## src/rtl/display.sv

```systemverilog
// Output stage of the ticket vending machine: captures an 8-bit value, splits it
// into three decimal digits and streams them as ASCII with leading-zero blanking.
module display #(
    parameter logic [7:0] BLANK_CHAR = 8'h20,
    parameter logic [7:0] ZERO_CHAR  = 8'h30
) (
    input  logic       clk,
    input  logic       rst,
    input  logic       in_RDY2,
    input  logic [7:0] DATA_in2,
    output logic       state_cmp2,
    output logic       out_RDY2,
    output logic [7:0] DATA_out2
);

    typedef enum logic [2:0] {
        IDLE,
        GET,
        CONV,
        S_H,
        S_T,
        S_U,
        DONE
    } state_t;

    state_t     state_q, state_d;
    logic [7:0] value_q, value_d;
    logic [7:0] hund_q, hund_d;
    logic [7:0] tens_q, tens_d;
    logic [7:0] units_q, units_d;
    logic       rdy_q, rdy_d;
    logic       cmp_q, cmp_d;
    logic [7:0] char_q, char_d;
    logic [7:0] div10;

    // NOTE: every signal written here gets a default first, so no path can infer a latch.
    always_comb begin
        state_d = state_q;
        value_d = value_q;
        hund_d  = hund_q;
        tens_d  = tens_q;
        units_d = units_q;
        rdy_d   = 1'b0;
        cmp_d   = 1'b0;
        char_d  = 8'h00;
        div10   = value_q / 8'd10;

        unique case (state_q)
            IDLE: begin
                if (in_RDY2) begin
                    state_d = GET;
                end
            end
            GET: begin
                value_d = DATA_in2;
                state_d = CONV;
            end
            CONV: begin
                hund_d  = value_q / 8'd100;
                tens_d  = div10 % 8'd10;
                units_d = value_q % 8'd10;
                state_d = S_H;
            end
            S_H: begin
                rdy_d   = 1'b1;
                char_d  = (hund_q == 8'd0) ? BLANK_CHAR : ZERO_CHAR + hund_q;
                state_d = S_T;
            end
            S_T: begin
                rdy_d   = 1'b1;
                // A zero tens digit is only a leading zero when hundreds is zero too.
                char_d  = (hund_q == 8'd0 && tens_q == 8'd0) ? BLANK_CHAR : ZERO_CHAR + tens_q;
                state_d = S_U;
            end
            S_U: begin
                rdy_d   = 1'b1;
                char_d  = ZERO_CHAR + units_q;
                state_d = DONE;
            end
            DONE: begin
                cmp_d   = 1'b1;
                state_d = IDLE;
            end
            default: begin
                state_d = IDLE;
            end
        endcase
    end

    // NOTE: sequential state uses non-blocking assignments so all flops update together.
    always_ff @(posedge clk or negedge rst) begin
        if (!rst) begin
            state_q <= IDLE;
            value_q <= 8'h00;
            hund_q  <= 8'h00;
            tens_q  <= 8'h00;
            units_q <= 8'h00;
            rdy_q   <= 1'b0;
            cmp_q   <= 1'b0;
            char_q  <= 8'h00;
        end else begin
            state_q <= state_d;
            value_q <= value_d;
            hund_q  <= hund_d;
            tens_q  <= tens_d;
            units_q <= units_d;
            rdy_q   <= rdy_d;
            cmp_q   <= cmp_d;
            char_q  <= char_d;
        end
    end

    assign out_RDY2   = rdy_q;
    assign state_cmp2 = cmp_q;
    assign DATA_out2  = char_q;

endmodule

```

## config.mk

```make
export PLATFORM = sky130hd
export DESIGN_NAME = display
export DESIGN_NICKNAME = d
export VERILOG_FILES = /design/src/rtl/display.sv
export SDC_FILE = /design/constraint.sdc
export NUM_CORES = 1
export LEC_CHECK = 0
export BUFFER_PORTS_ARGS = -buffer_cell sky130_fd_sc_hd__buf_4
export CAP_MARGIN = 30
export CELL_PAD_IN_SITES_DETAIL_PLACEMENT = 1
export CELL_PAD_IN_SITES_GLOBAL_PLACEMENT = 2
export CORE_UTILIZATION = 40
export DETAILED_ROUTE_END_ITERATION = 12
export GPL_TIMING_DRIVEN = 0
export PLACE_DENSITY_LB_ADDON = 0.1
export SLEW_MARGIN = 5
export SYNTH_ARGS = -nofsm -noshare
export SYNTH_HDL_FRONTEND = slang
export SYNTH_SLANG_ARGS = --single-unit
```

## constraint.sdc

```tcl
create_clock -name clk -period 4.9 [get_ports clk]
set_clock_uncertainty 0.2 [all_clocks]
set_input_delay 0.98 -clock clk [delete_from_list [all_inputs] [get_ports clk]]
set_output_delay 0.98 -clock clk [all_outputs]
set_load 0.005 [all_outputs]
```

Word level (Yosys, flattened, before mapping). Index checks and enable logic that the tools add are counted.

Input bits: 11. Output and inout port bits: 10. Register bits after elaboration: 45. Logic and storage cells: 34.

Equal/unequal tests: 7. Add/sub/neg operators: 3. Reduce and logical (&&, ||, !) cells: 5. Mux-type cells: 7. Div/mod/pow operators: 4.

Operators with widths (number): $add A6 B8 Y8 const A (3); $pmux W8 S3 (1); $pmux W3 S6 (1); $logic_not A8 Y1 (2); $mod A8 B4 Y8 const B (2); $mux W8 (2); $eq A3 B3 Y1 const B (3); $div A8 B4 Y8 const B (1); $div A8 B7 Y8 const B (1); $eq A3 B2 Y1 const B (2); $eq A3 B1 Y1 const B (1); $logic_not A3 Y1 (1); $mux W3 (1); $reduce_or A3 Y1 (1); $mux W1 (2); $ne A2 B2 Y1 const B (1); $logic_and A1 B1 Y1 (1).

Logic depth before layout (Yosys ltp). Gate-level depths: netlist of run 1.

Depth after elaboration: 4. Gate-level depth with buffers: 13. Depth with buffers taken out: 12.

Worst setup path before layout of run 1. No wires, ideal clock.

Path type: register -> register. From: reg value_q[5]. To: reg tens_q[4]. Buffers on the path: 2. Slack: 1.781 ns. Arrival: 2.838 ns. Stages on the path, launching flop included: 12. Cells stage by stage: dfrtp_1 > buf_4 > buf_2 > maj3_1 > a22o_1 > inv_1 > ha_1 > o2111ai_2 > o21a_1 > o221a_4 > or4_4 > o211ai_2.

Word-level cells in the longest chain between the ends: 2.

RTL lines: from (decl) (RTL line 27) `logic [7:0] value_q, value_d;`; from (signal assigned) (RTL line 103) `value_q <= value_d;`; $div A8 B4 Y8 (RTL line 46) `div10 = value_q / 8'd10;`; $mod A8 B4 Y8 (RTL line 60) `tens_d = div10 % 8'd10;`; to (signal assigned) (RTL line 105) `tens_q <= tens_d;`; to (decl) (RTL line 29) `logic [7:0] tens_q, tens_d;`.

No other way between the ends. A chain may end at the register's enable or synchronous reset.

Worst setup path after layout of run 1. Ends and elaborated chain as after synthesis.

==> run summary, run 1 <==
The run finished with clean final reports. The initial utilization of the core area, before any placement, comes to 41.5%. Detailed routing inserted a total of 2078 vias. The tools report the post-CTS setup repair buffer count as 0.

Yosys printed 0 warnings. The worst setup path is of the reg2reg kind. In the synthesized netlist, the cells that appear most often are sky130_fd_sc_hd__dfrtp_1, sky130_fd_sc_hd__nand2_1, sky130_fd_sc_hd__o21ai_0.

At the pin with the least slew margin, the transition time is 736 ps. The die is 80.6 microns wide. The max capacitance violation total came out at 0.

At the end of routability-driven placement, the weighted congestion stood at 0.775. After clock tree synthesis, the clock-pin slew on the worst setup and hold paths is 80 ps. The number of antenna violations at the first check in global routing is 0, and the number of flip-flops and latches in the synthesized netlist is 39. The logs give 0 for the overflow left after global routing and 40 for the pin count of the biggest net entering global routing. Detailed placement ended at an HPWL of 4.62 mm.

In the final timing run, aggregate negative setup slack is 0 ps. In the final layout, the share of cells above drive strength 1 is 18.8%. The die is 80.6 microns tall. The clock latency reported for the late side of the worst-skew pair was 290 ps. The synthesized design contains 0 enable-type register cells. After the first detailed-routing iteration, the DRC count stood at 52.

Input and output buffers added on the ports amount to 20. Final hold analysis gives a worst-case slack of 279 ps. For the overall die area, the log shows 6500 sq um. In the routed design, unresolved DRC markers number 0. The leading register cell type out of synthesis is sky130_fd_sc_hd__dfrtp_1. The level count of the clock H-tree came out at 2. The class of the worst hold path is reg2reg. Dividing total power by cell area gives a power density of 824 nW/um^2. The tools report the share of the yosys chip area belonging to registers as 39.5%.

The max-slew violation count came out at 0. The core outline area is 5960 sq um, and the worst slew slack as a fraction of its limit is 50.8%. The first global-routing pass estimated 10.6 mm of wire.

STA classifies the critical path endpoint as a flop. The tools report the net count of the finished layout as 310. Summed over all instances, the cell type with the most area after synthesis is sky130_fd_sc_hd__dfrtp_1. The gate count after technology mapping was 265; the number of antenna-violating nets in the routed design was 0. The run gives 2163 as the number of global-route vias before repair. Ranked by total cell area, the synthesized netlist is headed by sky130_fd_sc_hd__dfrtp_1, sky130_fd_sc_hd__nand2_1, sky130_fd_sc_hd__o21ai_0. Post-cts gate resize count: 0. Setup repair after global routing left no endpoint under its margin. Across every metal layer, demand over resource in global routing totals 21.4%.

The peak fanout along the critical path came out at 10. The logs give 4910 ps for the data required time at the worst endpoint and 6.28 mm for the final wirelength. The routed wirelength normalized by instance count is 17.1 microns, and the clock net sink count is 39. The post-synthesis instance area came out at 2470 sq um. The proportion of register bits with asynchronous set or reset after synthesis is 100%, and the post-synth net total is 283. The final critical-path share of the clock period was 70.2%. The run gives 0 as the count of endpoints failing hold in the final timing report.

In this run, CTS created clock tree buffers numbering 5. The average instance in the mapped netlist occupies 9.33 sq um. The worst setup path is launched from a flop. The most used standard cell by instance count after synthesis is sky130_fd_sc_hd__dfrtp_1. Number of buffers on the longest clock path: 2.

The root cell of the clock tree was sky130_fd_sc_hd__clkbuf_8. From synthesis to final layout, the design area changed by 15.2%. The pre-antenna-repair detailed-routing pass consisted of 4 iterations. VDD sags by at most 0.357 mV. The ratio of routed vias to standard cells is 5.65, and the worst setup slack before clock tree synthesis is 1480 ps.

The minimum period implied by the final worst setup slack was 3440 ps; the final count of negative-setup-slack endpoints was 0. In this run, distinct cell masters in the synthesized netlist total 60. The share of Yosys cell area claimed by the top area cell type was 39.5%; the setup slack after layout was 1460 ps.

The tools report the count of inserted antenna diode cells as 0. TritonCTS built the clock tree. The maximum clock frequency is 0.291 GHz. During I/O placement, the number of pins put on the boundary was 21. The tools report the leakage power figure as 1.25 nW. For the critical path data arrival time, the log shows 3450 ps.

Hold repair after CTS inserted 0 buffers. Row count: 28.
-- final timing paths --
| path | startpoint | end | slack (ps) | cells after the start |
|---|---|---|---|---|
| max in group asynchronous | rst | tens_q[2] | 3710 | 1 |
| max | value_q[5] | tens_q[4] | 1460 | 11 |
| min | value_q[0] | units_q[0] | 280 | 2 |
| max reg2reg | value_q[5] | tens_q[4] | 1460 | 11 |
| min in group asynchronous | rst | out_RDY2 | 450 | 1 |
| min reg2reg | value_q[0] | units_q[0] | 280 | 2 |
-- cell families (layout without fill, tap and decap cells) --
kind of cell,after synthesis,count (layout),synth area share (%)
AOI/OAI and AO/OA,74,74,21.7
adders and majority gates,10,10,4.81
xor gates and xnor gates,12,12,4.25
and+or+nand+nor,93,93,19.9
buffers and inverters,29,57,6.28
DFF,39,39,39.5
muxes,8,8,3.54
-- cell type report --
| class | instances | area, sq um |
|---|---|---|
| Fill cell | 697 | 3110 |
| Multi-Input combinational cell | 197 | 1340 |
| Sequential cell | 39 | 976 |
| Timing Repair Buffer | 20 | 150 |
| Buffer | 18 | 114 |
| Tap cell | 75 | 93.8 |
| Clock buffer | 6 | 72.6 |
| Clock inverter | 2 | 60.1 |
| Inverter | 11 | 41.3 |
-- metrics by stage --
step	cells	util (%)	power (mW)	cell area [sq um]
3_3_place_gp	360	45.6	2.01	2720
3_5_place_dp	360	45.6	2.04	2720
2_1_floorplan	265	-	1.66	2470
6_report	368	47.8	2.35	2850
5_1_grt	368	47.8	2.56	2850
4_1_cts	368	47.8	2.36	2850
-- flip-flops by register name (all words and copies together), names as in the netlist --
signal      cells
out_RDY2        1
units_q         8
value_q         8
state_q         3
state_cmp2      1
hund_q          2
tens_q          8
DATA_out2       8
-- report_power, final --
part	switching, mW	internal (mW)
combinational	0.878	0.613
clock	0.115	0.204
sequential	0.0958	0.443
-- cells in the final DEF (no fill, tap or decap), drive strengths merged, types with 6 or more instances in the layout --
cell type	Yosys	layout
a31oi	7	7
buf	13	33
clkbuf	5	11
dfrtp	39	39
ha	7	7
inv	10	10
mux2	6	6
nand2	32	32
nand2b	6	6
nor2	16	16
nor3	8	8
o21ai	25	25
xor2	9	9
-- critical path, cell delays in order, from the launching register on --
cell                        delay (ps)
sky130_fd_sc_hd__dfrtp_1           400
sky130_fd_sc_hd__buf_4             180
sky130_fd_sc_hd__buf_2             200
sky130_fd_sc_hd__maj3_1            360
sky130_fd_sc_hd__a22o_1            290
sky130_fd_sc_hd__inv_1              90
sky130_fd_sc_hd__ha_1              240
sky130_fd_sc_hd__o2111ai_2         220
sky130_fd_sc_hd__o21a_1            270
sky130_fd_sc_hd__o221a_4           310
sky130_fd_sc_hd__or4_4             520
sky130_fd_sc_hd__o211ai_2           80
-- per-layer routing --
metal  global-route usage (%)  vias up  share of wire [%]
li1                         -     1011                  -
met1                     26.3     1033                 46
met2                     38.5       24                 51
met3                     3.18       10                2.0
met4                     5.89        0                1.3
met5                        0        -                  0
(Power assumes the default switching activity.)
==> run 2, diff against run 1 <==
--- a/config.mk
+++ b/config.mk
@@ -9,7 +9,7 @@
 export CAP_MARGIN = 30
 export CELL_PAD_IN_SITES_DETAIL_PLACEMENT = 1
 export CELL_PAD_IN_SITES_GLOBAL_PLACEMENT = 2
-export CORE_UTILIZATION = 40
+export CORE_UTILIZATION = 38
 export DETAILED_ROUTE_END_ITERATION = 12
 export GPL_TIMING_DRIVEN = 0
 export PLACE_DENSITY_LB_ADDON = 0.1
==> constraint.sdc (replaced) <==
create_clock -name clk -period 3.4 [get_ports clk]
set_clock_uncertainty 0.2 [all_clocks]
set_input_delay 0.68 -clock clk [delete_from_list [all_inputs] [get_ports clk]]
set_output_delay 0.68 -clock clk [all_outputs]
set_load 0.005 [all_outputs]
==> run summary, run 2 (synthesis gave the netlist of run 1 again) <==
The run finished with clean final reports. The overall global routing resource usage was 19.4%; the peak fanout along the critical path was 10. For the pin with the worst max-slew slack, the measured transition is 744 ps.

The via count was 2004. The number of fillers in the final layout was 763; the core outline area was 6310 sq um. The tools report the iteration-0 DRC count of the detailed router as 91. The tools report the startpoint type of the worst setup path as a flop.

Compared with the post-synthesis result, the final layout area differs by 16.6%. The number of clock buffers added by TritonCTS is 5. The clock net sink count was 39. The tools report the maximum clock frequency as 0.303 GHz. TritonCTS built the clock tree. The die covers 6830 sq um. Reported net switching power: 1.61 mW. The routed wirelength normalized by instance count is 16.3 microns. The first-pass GRT wire length is 9.99 mm, and the number of detailed-route iterations in the first pass is 4. Hold is met by 136 ps.

Starting density of the core: 39.2%. The library cell used most frequently in the layout, excluding fill and tap cells, is sky130_fd_sc_hd__dfrtp_1. Entering global routing, the biggest net connects 40 pins.

Internal power comes to 1.82 mW. The die height was 82.7 microns. At the placement stage, the worst setup path has a slack of -1.04 ps. The leakage power figure was 1.25 nW. The routed design has 6.05 mm of wire.

At the end of the flow, the number of nets in the layout was 312. Detailed placement finished with a half-perimeter wire length of 4.51 mm. The ratio of routed vias to standard cells works out to 5.39.

Clock-pin slew was measured on the worst setup and hold paths at 90 ps. With fillers left out, the area of the finished cells amounts to 2880 sq um. For this run, the share of the core covered by cells in the final layout is 45.7%.

The number of global-route vias before repair was 1956; the depth of the worst register-to-register path was 11. Setup repair after global routing left no endpoint under its margin. The logs give 0 for the count of inserted antenna diode cells and 300 ps for the clock latency reported for the late side of the worst-skew pair. Combinational logic burns 65.9% of the power. Headroom to the max-slew limit came out at 50.2%. The run gives 0 as the number of remaining DRC errors. Once placement finished, the instance area stood at 2720 sq um. The initialized floorplan defines 29 standard-cell rows.

The max-slew violation count came out at 0. In this run the tool buffered the top-level ports with 20 buffer cells. After routing, the total negative slack on setup checks comes to 0 ps. After layout, the worst setup slack is 96.8 ps. The cts-stage hold buffer count was 0. For the worst setup path, the data required time is 3410 ps.

Dividing the final minimum period by the clock period gives 97.2%. The switching share of power was 46.8%; the cell count after placement was 362. The tools report the max capacitance violation total as 0. The share of total power dissipated in the clock network is 11.5%. IR analysis of the VDD net gives a maximum drop of 0.548 mV. The share of cells above drive strength 1 was 20.0%; the weighted congestion reported at the end of routability-driven placement was 0.793. In this run the remaining antenna-violating nets after routing total 0. Type of the worst setup path: reg2reg. The root cell of the clock tree was sky130_fd_sc_hd__clkbuf_8.

For the worst setup path, the data arrival time is 3310 ps. Counting along the longest clock path gives a buffer depth of 2. The minimum period implied by the final worst setup slack is 3300 ps, and the overall die width is 82.7 microns.

The level count of the clock H-tree came out at 2. Leaving out fill and tap cells, the most frequent cells in the layout are sky130_fd_sc_hd__dfrtp_1, sky130_fd_sc_hd__nand2_1, sky130_fd_sc_hd__buf_4. The total power per unit cell area is 1190 nW/um^2.

Setup violations remaining at the end of the flow were counted as 0. Once layout is complete, the cells apart from fillers number 372. The logs give 0 for the count of endpoints failing hold in the final timing report and 0 for the overflow left after global routing. The logs give 21 for the I/O pin total and 3.43 mW for the overall power after layout.

For the number of antenna violations at the first check in global routing, the log shows 0. In this run the worst hold path is classified as in2async. Registers are responsible for 22.6% of the overall power. STA classifies the critical path endpoint as a flop.
==> run 2: per-layer routing <==
layer  routed length [microns]  GRT usage, %  vias up
met1                      2900          25.3      957
li1                          -             -     1015
met2                      2940          32.7       22
met3                        89          1.98       10
met5                         0             0        -
met4                       118          7.41        0
==> run 2: final cells by class <==
cell class | count | area (sq um) | share of cell area, %
Inverter | 11 | 41.3 | 1.43
Sequential cell | 39 | 976 | 33.8
Tap cell | 77 | 96.3 | 3.34
Timing Repair Buffer | 23 | 173 | 5.99
Clock buffer | 5 | 68.8 | 2.39
Clock inverter | 3 | 43.8 | 1.52
Buffer | 17 | 109 | 3.77
Multi-Input combinational cell | 197 | 1380 | 47.7
==> run 2: power groups by stage <==
stage / clock, mW / combinational, mW / sequential (mW)
2_1_floorplan: 0 / 1.64 / 0.741
3_3_place_gp: 0 / 2.11 / 0.783
3_5_place_dp: 0 / 2.13 / 0.783
4_1_cts: 0.405 / 2.15 / 0.776
5_1_grt: 0.422 / 2.55 / 0.803
6_report: 0.393 / 2.26 / 0.774
==> run 2: path summary, 6_finish.rpt <==
path	startpoint	end	slack, ps
max	value_q[4]	tens_q[4]	100
min	rst	DATA_out2[0]	140
max reg2reg	value_q[4]	tens_q[4]	100
min reg2reg	value_q[0]	units_q[0]	260
max in group asynchronous	rst	tens_q[4]	2510
min in group clk	value_q[0]	units_q[0]	260
==> run 2: critical path: stages (launching register included) <==
cell and delay, ps:
sky130_fd_sc_hd__dfrtp_1 380, sky130_fd_sc_hd__buf_4 180, sky130_fd_sc_hd__buf_4 180, sky130_fd_sc_hd__maj3_1 340, sky130_fd_sc_hd__a22o_1 290, sky130_fd_sc_hd__inv_1 140, sky130_fd_sc_hd__ha_4 180, sky130_fd_sc_hd__o2111ai_4 150
sky130_fd_sc_hd__o21a_1 270, sky130_fd_sc_hd__o221a_4 310, sky130_fd_sc_hd__or4_4 520, sky130_fd_sc_hd__o211ai_2 80
==> run 2: what timing repair did <==
| item | CTS | global route |
|---|---|---|
| endpoints found under the setup margin | 1 | 4 |
| pin swaps | 1 | 2 |
| gates resized for setup | 1 | 3 |
| buffers inserted | 1 | 2 |
| gates cloned | 0 | 0 |
==> run 3, diff against run 2 <==
==> constraint.sdc (replaced) <==
create_clock -name clk -period 3.4 [get_ports clk]
set_clock_uncertainty 0.2 [all_clocks]
set_input_delay 0.34 -clock clk [delete_from_list [all_inputs] [get_ports clk]]
set_output_delay 0.34 -clock clk [all_outputs]
set_load 0.005 [all_outputs]
==> run summary, run 3 (synthesis gave the netlist of run 1 again) <==
The tools report the core outline area as 6310 sq um. The run gives 39.2% as the starting density of the core. The transition time at the pin with the least slew margin was 733 ps; the longest individual stage delay on the worst path was 520 ps. In this run the most critical hold path is launched from DATA_in2[6]. The reg-to-reg startpoint is value_q[4].

The I/O pin total was 21. The number of antenna violations at the first check in global routing is 0, and the pin count of the biggest net entering global routing is 40. The flow ran to the end, and the final reports show no timing, DRC or antenna violations.

After legalization and detailed placement, the total HPWL measured 4.51 mm. The setup TNS is 0 ps, and the depth of the worst register-to-register path is 11. In this run the register-to-register setup slack is 90 ps. The worst IR drop on VDD came out at 0.548 mV. Global routing used 19.4% of the available tracks. The tools report the max capacitance violation total as 0. The end of the worst register-to-register path was tens_q[4]. In the layout the commonest cells are sky130_fd_sc_hd__dfrtp_1, sky130_fd_sc_hd__nand2_1, sky130_fd_sc_hd__buf_4.

The count of endpoints failing hold in the final timing report is 0. The path class of the tightest hold or removal check is in2reg. Of all nets on the critical path, the largest fanout is 10. Among the stages of the critical path, the cell type that occurs most often is sky130_fd_sc_hd__buf_4. For this design, the slowest cell found on the critical path is sky130_fd_sc_hd__or4_4.

The clock net sink count was 39. The run gives 9.99 mm as the first-pass GRT wire length. In the final routed layout, each cell accounts on average for 16.2 microns.

The critical path depth works out to 11. The worst setup path is launched from a flop. In the routed layout, each cell is associated on average with a via count of 5.41.

TritonCTS built the clock tree. Counting instances, the worst hold path has a depth of 3. In this run the deepest clock path goes through 2 buffers. The number of remaining DRC errors came out at 0. In this run the worst setup path begins at value_q[4]. The logs give 0.793 for the weighted congestion reported at the end of routability-driven placement and 2 for the level count of the clock H-tree. Once placement finished, the instance area stood at 2720 sq um. For the worst setup path, the data arrival time is 3320 ps. The die height works out to 82.7 microns. At the worst endpoint, the required time is 3410 ps. The signal on the critical path passes through buf_4 -> buf_4 -> maj3_1 -> a22o_1 -> inv_1 -> ha_4 -> o2111ai_4 -> o21a_1 -> o221a_4 -> or4_4 -> o211ai_2. The signed area change from the synthesized netlist to the final layout is 17.1%. The root cell of the clock tree was sky130_fd_sc_hd__clkbuf_8.

The worst setup slack before clock tree synthesis was -1.04 ps; the net count of the finished layout was 313. The leakage power figure came out at 1.26 nW. For this run, the detailed router's first-pass iteration total came to 4.

The commonest non-fill, non-tap cell in the layout was sky130_fd_sc_hd__dfrtp_1. Type of the worst setup path: reg2reg. The finished cells cover 2890 sq um.

The iteration-0 DRC count of the detailed router came out at 96. The tools report the setup slack after layout as 91.9 ps. Timing would allow up to 0.302 GHz. The minimum period implied by the final worst setup slack was 3310 ps; the critical path buffer and inverter count was 3.

The final wirelength was 6.06 mm; the number of port buffers was 20. The layout has 762 filler cells. Counting the buffers created by CTS gives 5. For the max-slew violation count, the log shows 0. The clock latency reported for the late side of the worst-skew pair is 290 ps, and the row count is 29. The number of global-route vias before repair was 1956. The cell family contributing the most delay on the critical path is compound AO/OA/AOI/OAI gates.

After global routing the overflow that remains totals 0. Total power per unit cell area: 1180 nW/um^2. The overall die width works out to 82.7 microns. The endpoint class of the critical path is a flop.

The final design utilization came out at 45.8%. The worst min-delay path endpoint is value_q[6]. Cells with a size suffix above 1 make up 19.9% of the layout. Clock-pin slew was measured on the worst setup and hold paths at 80 ps. The tools report the final count of negative-setup-slack endpoints as 0.

The via count was 2017; the final critical-path share of the clock period was 97.3%. The number of antenna diodes in the final layout is 0. The worst slew slack as a fraction of its limit came out at 51.0%. The tools report the overall die area as 6830 sq um. The detail route stage leaves a number of antenna-violating nets equal to 0.
run 3: cell count changes in the layout (fill, tap and decap cells not counted), sizes merged:
cell         change
dlygate4sd3      +1
run 3: area by class of cell:
class	count	area [sq um]	share of cell area, %
clock inverters	3	43.8	1.51
repair buffers	24	183	6.31
plain buffers	17	109	3.76
flip-flops and latches	39	976	33.7
well taps	77	96.3	3.33
inverters	11	41.3	1.43
multi-input cells	197	1380	47.6
clock buffers	5	68.8	2.38
run 3: repair_timing:
item / CTS / global route
gates resized for setup: 1 / 3
setup endpoints to repair: 1 / 4
buffers inserted: 1 / 2
gates cloned: 0 / 0
hold buffers: 1 / 0
pin swaps: 1 / 2
hold endpoints to repair: 39 / 0
run 3: routing by layer:
layer	part of all wire (%)	global-route usage (%)	up-vias
met5	0	0	-
met3	1.4	1.98	10
met4	1.9	7.41	0
met1	48	25.3	964
met2	49	32.7	24
li1	-	-	1019
run 3: worst register-to-register path, stage by stage (launching register included):
cell and delay, ps:
sky130_fd_sc_hd__dfrtp_1 390, sky130_fd_sc_hd__buf_4 180, sky130_fd_sc_hd__buf_4 180, sky130_fd_sc_hd__maj3_1 340, sky130_fd_sc_hd__a22o_1 280, sky130_fd_sc_hd__inv_1 140
sky130_fd_sc_hd__ha_4 180, sky130_fd_sc_hd__o2111ai_4 150, sky130_fd_sc_hd__o21a_1 270, sky130_fd_sc_hd__o221a_4 310, sky130_fd_sc_hd__or4_4 520, sky130_fd_sc_hd__o211ai_2 80
run 3: through the flow:
| stage | cells | hold slack [ps] | total power, mW |
|---|---|---|---|
| 2_1_floorplan | 265 | -156 | 2.39 |
| 3_3_place_gp | 362 | 142 | 2.90 |
| 3_5_place_dp | 362 | 145 | 2.92 |
| 4_1_cts | 371 | 43.3 | 3.34 |
| 5_1_grt | 373 | 73.7 | 3.77 |
| 6_report | 373 | 49.1 | 3.43 |
run 3: power breakdown:
part	switching, mW	internal, mW
registers	0.136	0.638
clock network	0.175	0.219
logic	1.29	0.967
total	1.60	1.82
run 3: worst max path at each step:
stage,endpoint,slack [ps]
2_1_floorplan,tens_q[4],280
3_3_place_gp,tens_q[4],6
3_5_place_dp,tens_q[4],-1
4_1_cts,tens_q[4],40
5_1_grt,tens_q[4],-2
6_report,tens_q[4],90
